### config.mk
export PLATFORM = sky130hd
export DESIGN_NAME = fetch_prefetch_queue
export DESIGN_NICKNAME = d
export VERILOG_FILES = /design/src/rtl/fetch_pkg.sv /design/src/rtl/fetch_entry_queue.sv /design/src/rtl/fetch_prefetch_queue.sv
export SDC_FILE = /design/constraint.sdc
export NUM_CORES = 1
export LEC_CHECK = 0
export ABC_AREA = 1
export CAP_MARGIN = 5
export CORE_ASPECT_RATIO = 0.9
export CORE_UTILIZATION = 40
export CTS_BUF_LIST = sky130_fd_sc_hd__clkbuf_8
export DETAILED_ROUTE_END_ITERATION = 8
export MAX_ROUTING_LAYER = met4
export PLACE_DENSITY = 0.71
export SYNTH_ARGS = -nofsm -noshare
export SYNTH_HDL_FRONTEND = slang
export SYNTH_HIERARCHICAL = 1
export SYNTH_SLANG_ARGS = --single-unit
### constraint.sdc
create_clock -name clk -period 3.5 [get_ports clk]
set_clock_uncertainty 0.05 [all_clocks]
set_input_delay 0.7 -clock clk [delete_from_list [all_inputs] [get_ports clk]]
set_output_delay 0.7 -clock clk [all_outputs]
set_load 0.01 [all_outputs]
### src/rtl/fetch_pkg.sv
// -----------------------------------------------------------------------------
// fetch_pkg
// Shared defaults and types for the prefetching fetch stage.
//   XLEN_DEF / ILEN_DEF : default address and instruction widths
//   INSTR_BYTES         : PC stride between sequential fetches
//   fetch_entry_t       : one queue slot {pc, instr, filled}
// -----------------------------------------------------------------------------
package fetch_pkg;

    localparam int XLEN_DEF    = 32;
    localparam int ILEN_DEF    = 32;
    localparam int INSTR_BYTES = 4;

    typedef struct packed {
        logic [XLEN_DEF-1:0] pc;
        logic [ILEN_DEF-1:0] instr;
        logic                filled;
    } fetch_entry_t;

endpackage

### src/rtl/fetch_entry_queue.sv
// -----------------------------------------------------------------------------
// fetch_entry_queue
// In-order DEPTH-entry store of fetched instructions. An entry is allocated
// (pc known, instruction pending) when a memory request is accepted, filled
// when its response returns, and popped by decode once filled.
//
// Ports
//   clk, reset          : clock, asynchronous active-low reset
//   clear               : drop every entry (redirect); wins over alloc/fill/pop
//   alloc, alloc_pc     : allocate tail entry for an accepted request
//   fill, fill_instr    : write the oldest unfilled entry
//   pop                 : retire the head entry
//   count               : allocated entries
//   unfilled            : allocated entries still waiting for a response
//   head_valid/pc/instr : head entry contents
// -----------------------------------------------------------------------------
module fetch_entry_queue
    import fetch_pkg::*;
#(
    parameter int XLEN  = XLEN_DEF,
    parameter int ILEN  = ILEN_DEF,
    parameter int DEPTH = 4
) (
    input  logic                    clk,
    input  logic                    reset,
    input  logic                    clear,
    input  logic                    alloc,
    input  logic [XLEN-1:0]         alloc_pc,
    input  logic                    fill,
    input  logic [ILEN-1:0]         fill_instr,
    input  logic                    pop,
    output logic [$clog2(DEPTH):0]  count,
    output logic [$clog2(DEPTH):0]  unfilled,
    output logic                    head_valid,
    output logic [XLEN-1:0]         head_pc,
    output logic [ILEN-1:0]         head_instr
);

    localparam int PTR_W = $clog2(DEPTH);
    localparam int CNT_W = PTR_W + 1;

    logic [XLEN-1:0]  pc_mem    [DEPTH];
    logic [ILEN-1:0]  instr_mem [DEPTH];
    logic [DEPTH-1:0] filled;
    logic [PTR_W-1:0] head;
    logic [PTR_W-1:0] tail;
    logic [PTR_W-1:0] fill_ptr;

    // Pointers wrap naturally because DEPTH is a power of two. Alloc, fill
    // and pop never touch the same slot in one cycle: alloc targets a free
    // slot, fill an allocated unfilled one, pop a filled one.
    always_ff @(posedge clk or negedge reset) begin
        if (!reset) begin
            head     <= '0;
            tail     <= '0;
            fill_ptr <= '0;
            count    <= '0;
            unfilled <= '0;
            filled   <= '0;
            for (int i = 0; i < DEPTH; i++) begin
                pc_mem[i]    <= '0;
                instr_mem[i] <= '0;
            end
        end else if (clear) begin
            head     <= '0;
            tail     <= '0;
            fill_ptr <= '0;
            count    <= '0;
            unfilled <= '0;
            filled   <= '0;
        end else begin
            if (alloc) begin
                pc_mem[tail] <= alloc_pc;
                filled[tail] <= 1'b0;
                tail         <= tail + PTR_W'(1);
            end
            if (fill) begin
                instr_mem[fill_ptr] <= fill_instr;
                filled[fill_ptr]    <= 1'b1;
                fill_ptr            <= fill_ptr + PTR_W'(1);
            end
            // Clearing the filled bit on pop keeps an emptied queue from
            // presenting a stale slot when head catches up with tail.
            if (pop) begin
                filled[head] <= 1'b0;
                head         <= head + PTR_W'(1);
            end
            count    <= count + CNT_W'(alloc) - CNT_W'(pop);
            unfilled <= unfilled + CNT_W'(alloc) - CNT_W'(fill);
        end
    end

    assign head_valid = filled[head];
    assign head_pc    = pc_mem[head];
    assign head_instr = instr_mem[head];

endmodule

### src/rtl/fetch_prefetch_queue.sv
// -----------------------------------------------------------------------------
// fetch_prefetch_queue
// Fetch stage with a DEPTH-entry in-order prefetch queue between a
// variable-latency instruction memory and decode. Redirects squash queued
// and in-flight fetches; in-flight beats are discarded by counting them
// (drop_cnt) instead of tagging the memory interface.
//
// Ports
//   clk, reset                      : clock, asynchronous active-low reset
//   redirect_valid, redirect_pc     : taken branch/jump from execute
//   imem_req_valid/ready/addr       : instruction fetch request
//   imem_rsp_valid, imem_rsp_data   : in-order response beats
//   dec_valid/ready                 : decode handshake
//   dec_instr, dec_pc, dec_pc_plus4 : head instruction and its PCs
//   perf_stall_cycles, perf_dropped,
//   perf_redirects                  : saturating counters, only with
//                                     FETCH_PERF_EN defined
//
// Build option: define FETCH_PERF_EN to add the performance counters.
// -----------------------------------------------------------------------------
module fetch_prefetch_queue
    import fetch_pkg::*;
#(
    parameter int              XLEN     = XLEN_DEF,
    parameter int              ILEN     = ILEN_DEF,
    parameter int              DEPTH    = 4,
    parameter logic [XLEN-1:0] RESET_PC = '0
) (
    input  logic            clk,
    input  logic            reset,
    input  logic            redirect_valid,
    input  logic [XLEN-1:0] redirect_pc,
    output logic            imem_req_valid,
    input  logic            imem_req_ready,
    output logic [XLEN-1:0] imem_req_addr,
    input  logic            imem_rsp_valid,
    input  logic [ILEN-1:0] imem_rsp_data,
    output logic            dec_valid,
    input  logic            dec_ready,
    output logic [ILEN-1:0] dec_instr,
    output logic [XLEN-1:0] dec_pc,
    output logic [XLEN-1:0] dec_pc_plus4
`ifdef FETCH_PERF_EN
    ,
    output logic [31:0]     perf_stall_cycles,
    output logic [31:0]     perf_dropped,
    output logic [31:0]     perf_redirects
`endif
);

    localparam int CNT_W = $clog2(DEPTH) + 1;

    logic [XLEN-1:0]  fetch_pc;
    logic [CNT_W-1:0] drop_cnt;
    logic [CNT_W-1:0] q_count;
    logic [CNT_W-1:0] q_unfilled;
    logic             head_valid;
    logic [XLEN-1:0]  head_pc;
    logic [ILEN-1:0]  head_instr;
    logic             req_fire;
    logic             rsp_drop;
    logic             rsp_take;
    logic             pop;

    assign imem_req_valid = (q_count < CNT_W'(DEPTH)) & ~redirect_valid & reset;
    assign imem_req_addr  = fetch_pc;
    assign req_fire       = imem_req_valid & imem_req_ready;

    // Beats still owed to squashed requests arrive first (in-order memory),
    // so every beat is discarded while drop_cnt is non-zero.
    assign rsp_drop = imem_rsp_valid & (drop_cnt != '0);
    assign rsp_take = imem_rsp_valid & (drop_cnt == '0);

    assign pop = head_valid & dec_ready;

    fetch_entry_queue #(
        .XLEN  (XLEN),
        .ILEN  (ILEN),
        .DEPTH (DEPTH)
    ) u_queue (
        .clk        (clk),
        .reset      (reset),
        .clear      (redirect_valid),
        .alloc      (req_fire),
        .alloc_pc   (fetch_pc),
        .fill       (rsp_take),
        .fill_instr (imem_rsp_data),
        .pop        (pop),
        .count      (q_count),
        .unfilled   (q_unfilled),
        .head_valid (head_valid),
        .head_pc    (head_pc),
        .head_instr (head_instr)
    );

    // On redirect, every request still outstanding after this cycle's beat
    // becomes a beat to discard: the unfilled entries plus the existing debt,
    // less whichever kind of beat lands in the redirect cycle itself.
    always_ff @(posedge clk or negedge reset) begin
        if (!reset) begin
            fetch_pc <= RESET_PC;
            drop_cnt <= '0;
        end else if (redirect_valid) begin
            fetch_pc <= redirect_pc;
            drop_cnt <= q_unfilled - CNT_W'(rsp_take) + drop_cnt - CNT_W'(rsp_drop);
        end else begin
            if (req_fire) begin
                fetch_pc <= fetch_pc + XLEN'(INSTR_BYTES);
            end
            if (rsp_drop) begin
                drop_cnt <= drop_cnt - CNT_W'(1);
            end
        end
    end

    // Data outputs read only registered queue storage; they are held at zero
    // whenever the head slot holds nothing decodable.
    assign dec_valid    = head_valid;
    assign dec_instr    = head_valid ? head_instr : '0;
    assign dec_pc       = head_valid ? head_pc : '0;
    assign dec_pc_plus4 = head_valid ? head_pc + XLEN'(INSTR_BYTES) : '0;

    a_rsp_has_target: assert property (
        @(posedge clk) disable iff (!reset)
        (imem_rsp_valid && drop_cnt == '0) |-> (q_unfilled != '0)
    );

`ifdef FETCH_PERF_EN
    always_ff @(posedge clk or negedge reset) begin
        if (!reset) begin
            perf_stall_cycles <= '0;
            perf_dropped      <= '0;
            perf_redirects    <= '0;
        end else begin
            if (dec_ready && !dec_valid && perf_stall_cycles != '1) begin
                perf_stall_cycles <= perf_stall_cycles + 32'd1;
            end
            if (rsp_drop && perf_dropped != '1) begin
                perf_dropped <= perf_dropped + 32'd1;
            end
            if (redirect_valid && perf_redirects != '1) begin
                perf_redirects <= perf_redirects + 32'd1;
            end
        end
    end
`endif

endmodule

==> results of run 1 <==
==> power groups by stage <==
stage | clock, uW | combinational [uW] | sequential, uW
finish | 3360 | 5470 | 4740
global route | 3620 | 6090 | 4830
CTS | 3460 | 5130 | 4730
detailed placement | 0 | 4780 | 4790
global placement | 0 | 4680 | 4750
floorplan | 0 | 2920 | 4670
==> final timing paths <==
path | to | startpoint | slack [ps] | cells past startpoint
hold reg to reg | u_queue/instr_mem[37] | u_queue/instr_mem[37] | 430 | 2
setup reg to reg | u_queue/count[2] | u_queue/head[0] | 360 | 18
hold / removal | u_queue/instr_mem[37] | u_queue/instr_mem[37] | 430 | 2
max in group asynchronous | u_queue/instr_mem[24] | reset | 1210 | 4
min in group asynchronous | u_queue/instr_mem[9] | reset | 460 | 2
setup / recovery | dec_pc[5] | u_queue/head[0] | -30 | 10
==> logic make-up after synthesis <==
kind of cell,Yosys count,share of synthesized area
AO/OA/AOI/OAI,454,0.1649
XOR/XNOR,10,0.005071
adder cells (fa/ha/maj),27,0.02130
buffers and inverters,473,0.1272
flip-flops,307,0.4448
AND/OR/NAND/NOR,1000,0.2367
==> cell usage in the layout, fill, tap and decap left out, drive strengths merged <==
| master | Yosys | layout |
|---|---|---|
| a211oi | 1 | 1 |
| a21oi | 20 | 20 |
| and2 | 3 | 3 |
| buf | 87 | 122 |
| bufbuf | 0 | 2 |
| bufinv | 0 | 1 |
| clkbuf | 26 | 75 |
| clkdlybuf4s15 | 0 | 2 |
| clkdlybuf4s50 | 0 | 122 |
| clkinv | 1 | 10 |
| clkinvlp | 0 | 2 |
| dfrtp | 307 | 307 |
| dlygate4sd2 | 0 | 2 |
| dlygate4sd3 | 0 | 1 |
| dlymetal6s2s | 0 | 51 |
| fa | 4 | 4 |
| ha | 23 | 23 |
| inv | 359 | 380 |
| nand2 | 797 | 797 |
| nand3 | 67 | 67 |
| nor2 | 124 | 124 |
| nor3 | 7 | 7 |
| nor3b | 1 | 1 |
| o211ai | 132 | 132 |
| o21a | 1 | 1 |
| o21ai | 288 | 288 |
| o21bai | 9 | 9 |
| o22ai | 3 | 3 |
| or2 | 1 | 1 |
| xnor2 | 4 | 4 |
| xor2 | 6 | 6 |
==> cell type report <==
cell class | count | area, sq um
clock buffers | 69 | 949.7
repair inverters | 3 | 42.54
clock inverters | 30 | 165.2
fillers | 3968 | 20350
multi-input cells | 1491 | 7796
inverters | 360 | 1375
well taps | 547 | 684.4
flip-flops and latches | 307 | 7685
repair buffers | 308 | 3152
==> flip-flops by register name, summed over array words and instances, names as in the netlist <==
name and flops:
u_queue/fill_ptr 2, u_queue/instr_mem 128, u_queue/tail 2, u_queue/count 3
u_queue/head 2, drop_cnt 3, imem_req_addr 32, u_queue/unfilled 3
u_queue/filled 4, u_queue/pc_mem 128
==> metal layers <==
metal / global-route usage / routed length (um) / vias to the layer above
li1: - / - / 7681
met1: 0.3167 / 23300 / 7472
met2: 0.3460 / 22080 / 490
met3: 0.03588 / 3013 / 74
met4: 0.07382 / 1003 / 0
met5: - / 0 / -
==> metrics by stage <==
stage / total power (uW) / hold WS (ps)
global route: 14530 / 446.3
detailed placement: 9563 / 417.5
CTS: 13320 / 426.1
finish: 13580 / 427.6
global placement: 9428 / 413.8
floorplan: 7595 / 354.4
==> what timing repair did <==
| action | 4_1_cts | 5_1_grt |
|---|---|---|
| endpoints found under the hold margin | 9 | 0 |
| endpoints found under the setup margin | 97 | 96 |
| gates resized for setup | 165 | 154 |
| setup buffers | 14 | 20 |
| cloned | 5 | 2 |
| pin swaps | 21 | 22 |
| hold buffers | 1 | 0 |
==> worst max-delay path, stage by stage (launching register included) <==
cell	delay, ps
dfrtp_2	430
buf_12	160
inv_16	90
buf_6	160
o211ai_1	140
nand2_4	180
buf_4	140
buf_12	150
nand2_1	60
inv_1	90
clkdlybuf4s50_1	540
==> qor.yml, run 1 <==
outcome:
  status: "complete, but fails checks"
  violations: "negative setup slack"
cts:
  cts_tree: "yes"
  cts_sinks: 307
  clkLatencyLatePin_ps: 630
  cts-root-buf: "clkbuf_8"
  cts_buffers: 55
  clock_path_buffers: 3
  htreeDepth: 2
  clkTransAtPathRegs_ps: 60
drt:
  dr.pass1.iters: 5
  wl_mm: 49.40
  wl_per_cell_um: 15.86
  num_vias: 15717
  drtIter0Drc: 1232
  viasPerCell: 5.046
  route.detailed.drc: 0
  ant_nets: 0
placed_design:
  gp_congestion: 0.9326
  dp_cells: 2974
  hpwl_mm: 32.83
  dp_slack_ps: 29.25
  io_buffers: 199
  place_area_sq_um: 19650
global_routing:
  gr-usage-all-layers: 0.2294
  globalRoute.totalOverflow: 0
  grt_pass1_vias: 14922
  grt_start_max_net_pins: 93
  antenna_found_initial: 0
  grt_first_pass_wirelength_mm: 78.70
synthesis:
  synth_fp_nets: 2368
  synth.distinct_cells: 37
  yosys-top-cells-count: "nand2_1, inv_1, dfrtp_1"
  yosys_warnings: 6
  synth-seq-cells: 307
  synth_flop_cell: "dfrtp_1"
  synth_top_area_cell: "dfrtp_1"
  yosys-top-cells-area: "dfrtp_1, nand2_1, inv_1, o21ai_1, o211ai_1"
  ys_seq_area_frac: 0.4448
  synth_edf_count: 0
  synthDominantCellAreaShare: 0.4448
  yosysMostFrequentCell: "nand2_1"
  syn_inst: 2271
  synth.avg_cell_area_sq_um: 7.605
  syn_area_sq_um: 17270
  async_reset_ff_frac: 1.000
cells_and_area:
  nets: 2623
  stdcell_count: 3115
  finish.instance_area_sq_um: 21850
  drive_above_1_share: 0.1632
  areaGrowthSynthToFinish_pct: 26.52
  final_util: 0.5178
  antenna_cells: 0
floorplanning:
  boundaryPins: 200
  fp.dieW_um: 221.0
  die_area_sq_um: 44010
  std_cell_rows: 71
  fp.dieH_um: 199.1
  initial_core_util: 0.4093
  fp.coreArea_sq_um: 42200
timing:
  fmax_mhz: 283.5
  tns_ps: -47.63
  rsz0062_at_grt: "true"
  layout_setup_ws_ps: -27.11
  slew_headroom: 0.3127
  worstMarginPinSlew_ps: 1031
  fin_crit_sh: 1.008
  final_max_slew_viol_count: 0
  period_needed_ps: 3527
  setup_viol: 5
  hold_viol_final: 0
power:
  p_comb_frac: 0.403
  p_leak_uw: 0.01211
  intPower_uw: 8439
  ir_worst_vdd_v: 0.0002835
  powerDensity_nw_per_um2: 621.7
  switching_share: 0.3787
  clkPwrFrac: 0.248
  p_sw_uw: 5145
  seq_power_share: 0.349
worst_setup_path:
  worstSetupEndpointType: "output port"
  critical_path.startpoint_type: "flop"
  crit_fanout: 23
  arrival_ps: 2780
  critPathKind: "reg -> out"
  crit_required_ps: 2750
hold_path:
  hp-class: "reg -> reg"
flow_run:
  maxCapViolCount: 0
(Power assumes the default switching activity.)
==> run 2: changes to the inputs <==
--- a/config.mk
+++ b/config.mk
@@ -11,8 +11,8 @@
 export CORE_UTILIZATION = 40
 export CTS_BUF_LIST = sky130_fd_sc_hd__clkbuf_8
 export DETAILED_ROUTE_END_ITERATION = 8
-export MAX_ROUTING_LAYER = met4
 export PLACE_DENSITY = 0.71
+export SETUP_SLACK_MARGIN = 0.4
 export SYNTH_ARGS = -nofsm -noshare
 export SYNTH_HDL_FRONTEND = slang
 export SYNTH_HIERARCHICAL = 1
==> run 2 against run 1 <==
The flow still finishes with violations (negative setup slack). Power rose by 9.6%. Via count up 2.5%. Sequential cell count unchanged. Cell count grew 1.8%. Sequential share of layout area decreased by 1.6 points. Critical path type unchanged. Largest cell class unchanged. Highest routed layer unchanged.
==> qor.yml, run 2 (same netlist as run 1, synthesis figures left out) <==
cts:
  clkTransAtPathRegs_ps: 60  # about the same
  htreeDepth: 2  # unchanged
  cts-root-buf: "clkbuf_8"
  cts_tree: "yes"
  clock_path_buffers: 3  # unchanged
  clkLatencyLatePin_ps: 630  # about the same
  cts_buffers: 52  # -5.5%
  cts_sinks: 307  # unchanged
global_routing:
  grt_pass1_vias: 15072  # +1.0%
  grtUsageMet3: 0.04146  # +0.005587
  grt_util_met1: 0.3140  # -0.002704
  globalRoute.totalOverflow: 0  # unchanged
  gr-usage-all-layers: 0.2251  # -0.004317
  grt_start_max_net_pins: 93  # unchanged
  grt_first_pass_wirelength_mm: 79.47  # +0.98%
  antenna_found_initial: 0  # unchanged
  busiest_layer: "met2"
  met2_usage: 0.3494  # +0.003399
worst_setup_path:
  worst-r2r-setup-slack_ps: 490  # +130 ps
  arrival_ps: 2770  # about the same
  critical_path.startpoint_type: "flop"
  crit_required_ps: 2750  # about the same
  r2r_start: "u_queue/head[0]"
  rr_worst_depth: 17  # -1
  r2r-end: "u_queue/count[2]"
  worstSetupEndpointType: "output port"
  crit_fanout: 8  # -65%
  critPathKind: "reg -> out"
placed_design:
  dp_cells: 2969  # -0.17%
  gp_congestion: 0.8947  # -4.1%
  io_buffers: 199  # unchanged
  hpwl_mm: 32.68  # -0.46%
drt:
  drtIter0Drc: 1473  # +20%
  ant_nets: 0  # unchanged
  viasPerCell: 5.078  # +0.64%
  wl_mm: 51.93  # +5.1%
  num_vias: 16107  # +2.5%
  wl_per_cell_um: 16.37  # +3.2%
  dr.pass1.iters: 5  # unchanged
  route.detailed.drc: 0  # unchanged
cells_and_area:
  final_util: 0.5431  # +0.02529
  final_cell_mix: "nand2_1, inv_1, dfrtp_1, o21ai_1, o211ai_1"
  fillers: 3765  # -5.1%
  multi_input_area_sq_um: 8245  # +5.8%
  drive_above_1_share: 0.2476  # +0.08446
  stdcell_count: 3172  # +1.8%
  areaGrowthSynthToFinish_pct: 32.70
  final_common_cell: "nand2_1"
  seqCellArea_sq_um: 7685  # unchanged
  antenna_cells: 0  # unchanged
  nets: 2681  # +2.2%
timing:
  fin_crit_sh: 1.007  # -0.001036
  slew_headroom: 0.3985  # +0.08582
  rsz0062_at_grt: "true"
  final_max_slew_viol_count: 0  # unchanged
  setup_viol: 1  # -4
  period_needed_ps: 3523  # -3.627 ps
  hold_viol_final: 0  # unchanged
  fmax_mhz: 283.8  # +0.10%
  worstMarginPinSlew_ps: 902.2  # -128.7 ps
  layout_setup_ws_ps: -23.48  # +3.627 ps
power:
  powerDensity_nw_per_um2: 649.5  # +4.5%
  ir_worst_vdd_v: 0.0003089  # +9.0%
  p_leak_uw: 0.01222  # +0.89%
floorplanning:
  boundaryPins: 200  # unchanged
  die_area_sq_um: 44010  # unchanged
  fp.dieW_um: 221.0  # unchanged
  fp.dieH_um: 199.1  # unchanged
  fp.coreArea_sq_um: 42200  # unchanged
  initial_core_util: 0.4093  # unchanged
  std_cell_rows: 71  # unchanged
flow_run:
  maxCapViolCount: 0  # unchanged
outcome:
  violations: "negative setup slack"
  status: "complete, but fails checks"
hold_path:
  min_to: "u_queue/instr_mem[118]"
  hp-start: "u_queue/instr_mem[118]"
  hp-class: "reg -> reg"
  whs_path_depth: 2  # unchanged
run 2: cell types whose count changed in the layout (fill, tap and decap cells not counted), moves of 10 or more:
cell / before / now
dlymetal6s2s_1: 51 / 5
nand2_4: 16 / 51
nor2_4: 25 / 38
nand2_1: 732 / 676
clkbuf_2: 4 / 14
nand2_2: 48 / 69
buf_2: 17 / 42
buf_4: 74 / 92
clkdlybuf4s50_1: 122 / 103
inv_1: 364 / 329
buf_6: 16 / 71
nor2_1: 71 / 61
inv_2: 10 / 37
run 2: critical path: stages (launching register included):
cell      delay (ps)
dfrtp_2          470
inv_4            120
buf_12           140
o211ai_1          90
nand2_1          160
buf_6            130
nand2_2           90
nor2_4           170
nand2_4          100
nor2_4           120
buf_4            130
nand2_1           50
nand2_1           70
nand2_2           80
nor2_2            90
buf_2            130
run 2: what timing repair did:
item / in CTS / in global routing
buffers inserted: 65 / 24
hold buffers: 1 / 0
setup endpoints to repair: 99 / 98
hold endpoints to repair: 1 / 0
cloned: 9 / 9
pin swaps: 76 / 71
resized for setup: 450 / 287
run 2: cell type report:
class | count | area share
timing repair inverter | 4 | 0.002348
timing repair buffer | 368 | 0.1617
inverter | 360 | 0.06044
clock inverter | 28 | 0.01026
tap | 547 | 0.02986
sequential | 307 | 0.3353
multi-input combinational | 1491 | 0.3598
clock buffer | 67 | 0.04024
run 2: layer usage:
metal  vias to the layer above  wire length, um
met5                         -                0
met4                         0             1497
met3                       103             3809
met2                       570            23400
met1                      7638            23230
li1                       7796                -
run 2: report_power, final:
group	switching [uW]	internal [uW]	total, uW
combinational	3670	2940	6610
clock	1510	2020	3530
sequential	486	4260	4740
total	5670	9220	14900
run 2: per-stage QoR:
| stage | setup TNS (ps) | total power, uW | hold slack [ps] | instance area (sq um) | setup slack (ps) |
|---|---|---|---|---|---|
| 2_1_floorplan | 0 | 7595 | 354.4 | 17270 | 492.2 |
| 3_3_place_gp | 0 | 9416 | 413.7 | 19640 | 13.43 |
| 3_5_place_dp | 0 | 9559 | 417.3 | 19640 | 28.67 |
| 4_1_cts | 0 | 14020 | 433.1 | 21930 | 33.95 |
| 5_1_grt | -1404 | 15790 | 449.3 | 22920 | -168.0 |
| 6_report | -23.48 | 14880 | 431.1 | 22920 | -23.48 |
run 2: worst max-delay path by stage:
stage / from / end / cells past startpoint
after floorplan: u_queue/head[0] / u_queue/count[2] / 17
after global placement: u_queue/head[0] / dec_pc_plus4[28] / 13
after detailed placement: u_queue/head[0] / dec_pc_plus4[28] / 13
after CTS: u_queue/head[1] / dec_pc_plus4[29] / 16
after global routing: u_queue/head[0] / dec_pc_plus4[29] / 15
final: u_queue/head[1] / dec_pc_plus4[29] / 15
